### config.mk
export PLATFORM = sky130hd
export DESIGN_NAME = uart_rx_engine_flat
export DESIGN_NICKNAME = d
export VERILOG_FILES = /design/src/rtl/uart_rx_engine_if.sv /design/src/rtl/uart_rx_engine.sv /design/src/flat_wrapper.sv
export SDC_FILE = /design/constraint.sdc
export NUM_CORES = 1
export LEC_CHECK = 0
export CAP_MARGIN = 20
export CORE_MARGIN = 8
export CORE_UTILIZATION = 56
export CTS_BUF_LIST = sky130_fd_sc_hd__clkbuf_2
export CTS_CLUSTER_SIZE = 14
export DETAILED_ROUTE_END_ITERATION = 6
export PLACE_DENSITY = 0.82
export SETUP_SLACK_MARGIN = 0.15
export SLEW_MARGIN = 20
export SYNTH_ARGS = -nofsm -noshare
export SYNTH_HDL_FRONTEND = slang
export SYNTH_SLANG_ARGS = --single-unit
### constraint.sdc
create_clock -name clk -period 2.3 [get_ports clk]
set_input_delay 0.46 -clock clk [delete_from_list [all_inputs] [get_ports clk]]
set_output_delay 0.46 -clock clk [all_outputs]
set_load 0.005 [all_outputs]
### src/rtl/uart_rx_engine_if.sv
// Register-side bundle of the UART receive engine: frame format,
// read strobe, received character and its status flags.
interface uart_rx_engine_if;
    logic       eight;
    logic       pen;
    logic       ohel;
    logic       clr_rdy;
    logic [7:0] rx_data;
    logic       rxrdy;
    logic       perr;
    logic       ferr;
    logic       ovf;

    modport master (
        output eight, pen, ohel, clr_rdy,
        input  rx_data, rxrdy, perr, ferr, ovf
    );

    modport slave (
        input  eight, pen, ohel, clr_rdy,
        output rx_data, rxrdy, perr, ferr, ovf
    );
endinterface

### src/rtl/uart_rx_engine.sv
// UART receive engine: synchroniser, start qualification, bit shifting, status.
// Parity reception and checking is built only when RX_PARITY_EN is defined.
module uart_rx_engine (
    input  logic              clk,
    input  logic              reset,
    input  logic              rx,
    input  logic              btu,
    output logic              start,
    output logic              doit,
    uart_rx_engine_if.slave   host
);
    typedef enum logic [1:0] {
        IDLE,
        START,
        DATA
    } state_t;

    state_t      state_q, state_d;
    logic        sync1_q, sync1_d;
    logic        sync2_q, sync2_d;
    logic [3:0]  bitcnt_q, bitcnt_d;
    logic [9:0]  shreg_q, shreg_d;
    logic [7:0]  rx_data_q, rx_data_d;
    logic        rxrdy_q, rxrdy_d;
    logic        ferr_q, ferr_d;
    logic        ovf_q, ovf_d;

    logic        rx_s;
    logic        done;
    logic        pen_eff;
    logic [3:0]  frame_len;
    logic [9:0]  frame;
    logic [7:0]  data_bits;
    logic        unused_frame;

    assign rx_s = sync2_q;

`ifdef RX_PARITY_EN
    logic perr_q, perr_d;
    logic par_bit;
    logic perr_new;

    assign pen_eff = host.pen;
`else
    logic unused_cfg;

    assign pen_eff    = 1'b0;
    assign unused_cfg = host.pen ^ host.ohel;
`endif

    assign frame_len = 4'd8 + {3'b000, host.eight} + {3'b000, pen_eff};

    always_comb begin
        sync1_d  = rx;
        sync2_d  = sync1_q;
        state_d  = state_q;
        bitcnt_d = bitcnt_q;
        shreg_d  = shreg_q;
        done     = 1'b0;
        unique case (state_q)
            IDLE: begin
                bitcnt_d = '0;
                shreg_d  = '0;
                if (!rx_s) begin
                    state_d = START;
                end
            end
            START: begin
                if (btu) begin
                    state_d = rx_s ? IDLE : DATA;
                end
            end
            DATA: begin
                if (btu) begin
                    shreg_d  = {rx_s, shreg_q[9:1]};
                    bitcnt_d = bitcnt_q + 4'd1;
                    if (bitcnt_d == frame_len) begin
                        state_d = IDLE;
                        done    = 1'b1;
                    end
                end
            end
            default: begin
                state_d = IDLE;
            end
        endcase
    end

    // Right-justify the frame so the first data bit lands in bit 0.
    always_comb begin
        frame     = shreg_d >> (4'd10 - frame_len);
        data_bits = host.eight ? frame[7:0]
                               : {1'b0, frame[6:0]};
    end

    assign unused_frame = ^frame[9:8];

`ifdef RX_PARITY_EN
    always_comb begin
        par_bit  = host.eight ? frame[8] : frame[7];
        perr_new = pen_eff
                 & ((^data_bits ^ par_bit) != host.ohel);
    end
`endif

    // A completing frame takes priority over a simultaneous read strobe.
    always_comb begin
        rx_data_d = rx_data_q;
        rxrdy_d   = rxrdy_q;
        ferr_d    = ferr_q;
        ovf_d     = ovf_q;
`ifdef RX_PARITY_EN
        perr_d    = perr_q;
`endif
        if (done) begin
            rx_data_d = data_bits;
            rxrdy_d   = 1'b1;
            ferr_d    = ~shreg_d[9];
            ovf_d     = rxrdy_q & ~host.clr_rdy;
`ifdef RX_PARITY_EN
            perr_d    = perr_new;
`endif
        end else if (host.clr_rdy) begin
            rxrdy_d = 1'b0;
            ferr_d  = 1'b0;
            ovf_d   = 1'b0;
`ifdef RX_PARITY_EN
            perr_d  = 1'b0;
`endif
        end
    end

    always_ff @(posedge clk or posedge reset) begin
        if (reset) begin
            sync1_q   <= 1'b1;
            sync2_q   <= 1'b1;
            state_q   <= IDLE;
            bitcnt_q  <= '0;
            shreg_q   <= '0;
            rx_data_q <= 8'h00;
            rxrdy_q   <= 1'b0;
            ferr_q    <= 1'b0;
            ovf_q     <= 1'b0;
        end else begin
            sync1_q   <= sync1_d;
            sync2_q   <= sync2_d;
            state_q   <= state_d;
            bitcnt_q  <= bitcnt_d;
            shreg_q   <= shreg_d;
            rx_data_q <= rx_data_d;
            rxrdy_q   <= rxrdy_d;
            ferr_q    <= ferr_d;
            ovf_q     <= ovf_d;
        end
    end

`ifdef RX_PARITY_EN
    always_ff @(posedge clk or posedge reset) begin
        if (reset) begin
            perr_q <= 1'b0;
        end else begin
            perr_q <= perr_d;
        end
    end

    assign host.perr = perr_q;
`else
    assign host.perr = 1'b0;
`endif

    assign start        = (state_q == START);
    assign doit         = (state_q != IDLE);
    assign host.rx_data = rx_data_q;
    assign host.rxrdy   = rxrdy_q;
    assign host.ferr    = ferr_q;
    assign host.ovf     = ovf_q;

endmodule

### src/flat_wrapper.sv
// flat-port wrapper written by rule: the top's interface ports become plain ports
module uart_rx_engine_flat 
  (clk, reset, rx, btu, start, doit, host_eight, host_pen, host_ohel, host_clr_rdy, host_rx_data, host_rxrdy, host_perr, host_ferr, host_ovf);
  uart_rx_engine_if host_i ();
  input  logic clk;
  input  logic reset;
  input  logic rx;
  input  logic btu;
  output logic start;
  output logic doit;
  input wire logic [$bits(host_i.eight)-1:0] host_eight;
  input wire logic [$bits(host_i.pen)-1:0] host_pen;
  input wire logic [$bits(host_i.ohel)-1:0] host_ohel;
  input wire logic [$bits(host_i.clr_rdy)-1:0] host_clr_rdy;
  output wire logic [$bits(host_i.rx_data)-1:0] host_rx_data;
  output wire logic [$bits(host_i.rxrdy)-1:0] host_rxrdy;
  output wire logic [$bits(host_i.perr)-1:0] host_perr;
  output wire logic [$bits(host_i.ferr)-1:0] host_ferr;
  output wire logic [$bits(host_i.ovf)-1:0] host_ovf;
  assign host_i.eight = host_eight;
  assign host_i.pen = host_pen;
  assign host_i.ohel = host_ohel;
  assign host_i.clr_rdy = host_clr_rdy;
  assign host_rx_data = host_i.rx_data;
  assign host_rxrdy = host_i.rxrdy;
  assign host_perr = host_i.perr;
  assign host_ferr = host_i.ferr;
  assign host_ovf = host_i.ovf;
  uart_rx_engine u_core (.clk(clk), .reset(reset), .rx(rx), .btu(btu), .start(start), .doit(doit), .host(host_i));
endmodule
# Yosys cells after proc, flatten, opt, wreduce, memory -nomap -nowiden
# Cells that the tools add are included.
[word_totals]
ff_bits = 29
output_inout_bits = 14
wordCells = 47
[classes]
addsub = 3
shift = 1
n_eq_ne = 7
n_reduce_logical = 6
muxes = 18
bitwise_logic = 3
[ops]
columns = ["operator", "count"]
rows = [
  ["case mux 10 bit (2 select lines)", 1],
  ["2-to-1 mux 10 bit", 1],
  ["2-to-1 mux 2 bit", 5],
  ["right shift 10 x 4 -> 8 bit", 1],
  ["2-to-1 mux 8 bit", 1],
  ["case mux 4 bit (2 select lines)", 1],
  ["2-to-1 mux 1 bit", 7],
  ["!= test 2 bit, second input constant", 3],
  ["case mux 2 bit (3 select lines)", 1],
  ["nonzero test 2 bit", 3],
  ["adder 4 x 1 -> 4 bit, first input constant", 1],
  ["adder 4 x 1 -> 4 bit, second input constant", 1],
  ["equality test 4 bit", 1],
  ["2-to-1 mux 4 bit", 1],
  ["AND reduction 4 bit", 1],
  ["subtractor 4 bit, first input constant", 1],
  ["equality test 2 x 1 -> 1 bit, second input constant", 1],
  ["equality test 2 bit, second input constant", 1],
  ["zero test 2 bit", 1],
  ["!= test 2 x 1 -> 1 bit, second input constant", 1],
  ["inverter 1 bit", 2],
  ["AND reduction 2 bit", 1],
  ["AND 1 bit", 1],
]

# Depth between registers and ports, before layout
[logic_depth]
depth_word = 6
ltp_mapped = 7
ltp_nobuf = 4

# Least setup slack after synthesis
# No wires, ideal clock.
[synth_path]
path_type = "register to register"
from = "register u_core.bitcnt_q[0]"
to = "register u_core.rx_data_q[0], in the netlist u_core.host.rx_data[0]"
n_path_buf = 1
path_stages_with_launch = 6
setup_time_ns = 0.125
slack_ns = 0.701
t_arrival_ns = 1.474
path_cell_list = "dfrtp_1 -> ha_1 -> nor2_1 -> nand4_2 -> buf_6 -> mux2_4"
[synth_between]
elab_chain_cells = 5
[synth_rtl]
columns = ["element", "line_no", "rtl"]
rows = [
  ["from (decl)", "uart_rx_engine.sv:21", "logic [3:0] bitcnt_q, bitcnt_d;"],
  ["from (signal assigned)", "uart_rx_engine.sv:148", "bitcnt_q <= bitcnt_d;"],
  ["adder 4 x 1 -> 4 bit", "uart_rx_engine.sv:76", "bitcnt_d = bitcnt_q + 4'd1;"],
  ["equality test 4 bit", "uart_rx_engine.sv:77", "if (bitcnt_d == frame_len) begin"],
  ["2-to-1 mux 1 bit", "uart_rx_engine.sv:77", ""],
  ["2-to-1 mux 1 bit", "uart_rx_engine.sv:74", "if (btu) begin"],
  ["2-to-1 mux 1 bit", "uart_rx_engine.sv:60", "unique case (state_q)"],
  ["to (signal assigned)", "uart_rx_engine.sv:150", "rx_data_q <= rx_data_d;"],
  ["to (decl)", "uart_rx_engine.sv:23", "logic [7:0] rx_data_q, rx_data_d;"],
]
# Every way passes these cells.
# A chain may end at the register's enable or synchronous reset.

# Worst setup path in the final report
[layout_path]
from = "register u_core.state_q[1]"
to = "output port doit"
[layout_between]
elab_chain_cells = 1
[layout_rtl]
columns = ["element", "line_no", "rtl"]
rows = [
  ["from (decl)", "uart_rx_engine.sv:18", "state_t state_q, state_d;"],
  ["from (signal assigned)", "uart_rx_engine.sv:147", "state_q <= state_d;"],
  ["nonzero test 2 bit", "uart_rx_engine.sv:172", "assign doit = (state_q != IDLE);"],
  ["to (decl)", "flat_wrapper.sv:10", "output logic doit;"],
]
# Every way passes these cells.

==> metrics.cfg <==
[status]
outcome=finished, final reports clean

[global_route]
grtUsageMet1_pct=16.62
overflow=0
use_met2_pct=23.58
use_met3_pct=2.619
grt_usage_pct=13.81
grt_pass1_wl_mm=5.016
grt_pass1_vias=1103
grt_busiest_layer=met2
grt_max_degree=26
antenna_found_initial=0

[yosys]
synth_area_leaders=dfrtp_1, mux2_4, a22o_2, dfstp_2, buf_6
syn-instance-count=138
synth-main-ff-cell=dfrtp_1
synth_top_area_share_pct=42.28
yosysUniqueCellTypes=45
netlist_area_um2=1539
seq_area_frac_synth_pct=45.69
ys_warn_count=0
synthArstFlopShare_pct=100.0
synth_edf_count=0
syn_avg_cell_area_um2=11.15
synth_nets=147
netlist.top_cell.by_area=dfrtp_1
ys_ff_latch=28

[floorplanning]
dieArea_um2=4682
start_util_pct=57.29
core-area_um2=2686
die_h_um=68.43
rows=19
die_width_um=68.43
io_pins=22

[final_layout]
num-nets-final=169
layout_commonest_cell=dfrtp_1
drive_gt1_share_pct=27.67
nFillCells=213
num_antenna_cells=0
final_cell_mix=dfrtp_1, clkdlybuf4s50_1, nand2_1, buf_4, o21ai_0
area_delta_synth_final_pct=15.37

[placement]
port_buffers=18
globalplace.congestion=0.7827
hpwlAfterDp_mm=2.119

[drt]
wl_per_cell_um=15.36
drt_iter0_markers=43
remaining_drc_errors=0
dr.pass1.iters=4
viasPerCell=5.595
via_count=1063
wirelength_mm=2.919
ant_nets=0

[worst_setup_path]
critPathKind=reg2out
arrival_ns=1.61
endpoint_kind=output port
cp.required_ns=1.84
worstSetupStartpointType=register
crit_start=u_core.state_q[1]
cp_max_fo=7
r2r_start=u_core.bitcnt_q[0]

[clocking]
clockBufferDepth=2
hold_buffers=0
cts_tree=done
cts-buffers-inserted=3
clock_sinks=28
clock_latency_ns=0.35
cts_root_buf=clkbuf_2
h-tree-depth=1
path_clk_slew_ns=0.26

[sta]
drv_slew=0
finalHoldViolations=0
rsz0062_at_grt=false
fin_setup_tns_ns=0
fin_skew_ns=0.009667
fin_crit_sh_pct=89.81
finalCriticalPeriod_ns=2.066
finalSetupViolCount=0
fmax_mhz=484.1
whs_ns=0.2262

[power_and_ir_drop]
power_switching_mw=0.3872
fin_total_pwr_mw=1.167
power_frac_clock_pct=16.1
power_leakage_nw=0.8779
pwr-share-comb_pct=34.1
power_density_nw_per_um2=657.5
p_sw_share_pct=33.17
peakVddDrop_v=0.0006604
seq_power_share_pct=49.8
cellInternalPower_mw=0.7802

[flow_run]
maxCapViolCount=0

[hold_path]
hp-class=in2async

critical path, cell delays in order, from the launching register on:
cell and delay, ns:
dfrtp_2 0.50, or2_2 0.30, clkdlybuf4s50_1 0.45
power by group through the flow:
| stage | registers, mW | logic (mW) | clock network, mW |
|---|---|---|---|
| global placement | 0.600 | 0.332 | 0 |
| finish | 0.581 | 0.399 | 0.188 |
| CTS | 0.598 | 0.344 | 0.193 |
| detailed placement | 0.606 | 0.340 | 0 |
| floorplan | 0.576 | 0.277 | 0 |
| global route | 0.592 | 0.447 | 0.213 |
registers in the layout (all words and copies together) (netlist names):
| signal | count |
|---|---|
| u_core.host.rxrdy | 1 |
| u_core.host.ferr | 1 |
| u_core.rx_s | 1 |
| u_core.bitcnt_q | 4 |
| u_core.state_q | 2 |
| u_core.host.rx_data | 8 |
| u_core.shreg_q | 9 |
| u_core.host.ovf | 1 |
| u_core.sync1_q | 1 |
per-layer routing:
layer	part of all wire, %	wire length (um)
met1	46	1336
met2	49	1433
met3	3.9	114
met4	1.2	34
met5	0	0
cell usage after synthesis (2+ instances only):
library cell  number
mux2_2             2
clkbuf_1           2
dfrtp_1           26
nand3_1            5
nand3b_1           3
nor2b_1            3
nand2_1           12
mux2_4             7
and2b_1            5
buf_6              4
xnor2_1            2
o21ai_0            8
dfstp_2            2
buf_2              4
and2_1             6
a22o_2             7
nand2b_1           3
nor2_1             3
o22ai_1            6
inv_1              2
o21ai_1            2
layout make-up:
type	count	area (um2)	share of cell area, %
multi-input cells	97	748.2	42.14
flip-flops and latches	28	705.7	39.75
repair buffers	28	255.2	14.38
well taps	31	38.79	2.185
clock buffers	4	20.02	1.128
inverters	2	7.507	0.4228
repair_timing:
action,4_1_cts,5_1_grt
endpoints found under the setup margin,0,2
setup buffers,0,3
hold endpoints to repair,0,0
gates resized for setup,0,2
cells by family (layout without fill, tap and decap cells):
family          count (synthesis)  count (layout)  share of synthesized area [%]
compound gates                 30              30                          14.39
xor+xnor                        3               3                          2.196
fa+ha+maj                       1               1                         0.8129
buf+inv                        13              34                          5.691
flops                          28              28                          45.69
mux                            12              12                          11.14
other cells                     1               1                         0.2437
simple gates                   50              50                          19.84
metrics by stage:
step                      cell area (um2)  utilization (%)  std cells  setup WS [ns]
after detailed placement             1730            64.42        183        0.06474
after global placement               1730            64.42        183        0.09089
final                                1775            66.09        190         0.2343
after floorplan                      1539                -        138         0.7009
after CTS                            1750            65.16        187         0.1631
after global routing                 1775            66.09        190         0.1617
path summary, 6_finish.rpt:
path | to | slack [ns] | depth (start not counted)
min reg2reg | u_core.rx_s | 0.38 | 0
max | doit | 0.23 | 2
max reg2reg | u_core.host.rx_data[3] | 0.55 | 5
min | u_core.host.ferr | 0.23 | 2
min in group clk | u_core.rx_s | 0.38 | 0
max in group asynchronous | u_core.rx_s | 1.51 | 3
Power figures use the tool's default switching activity.
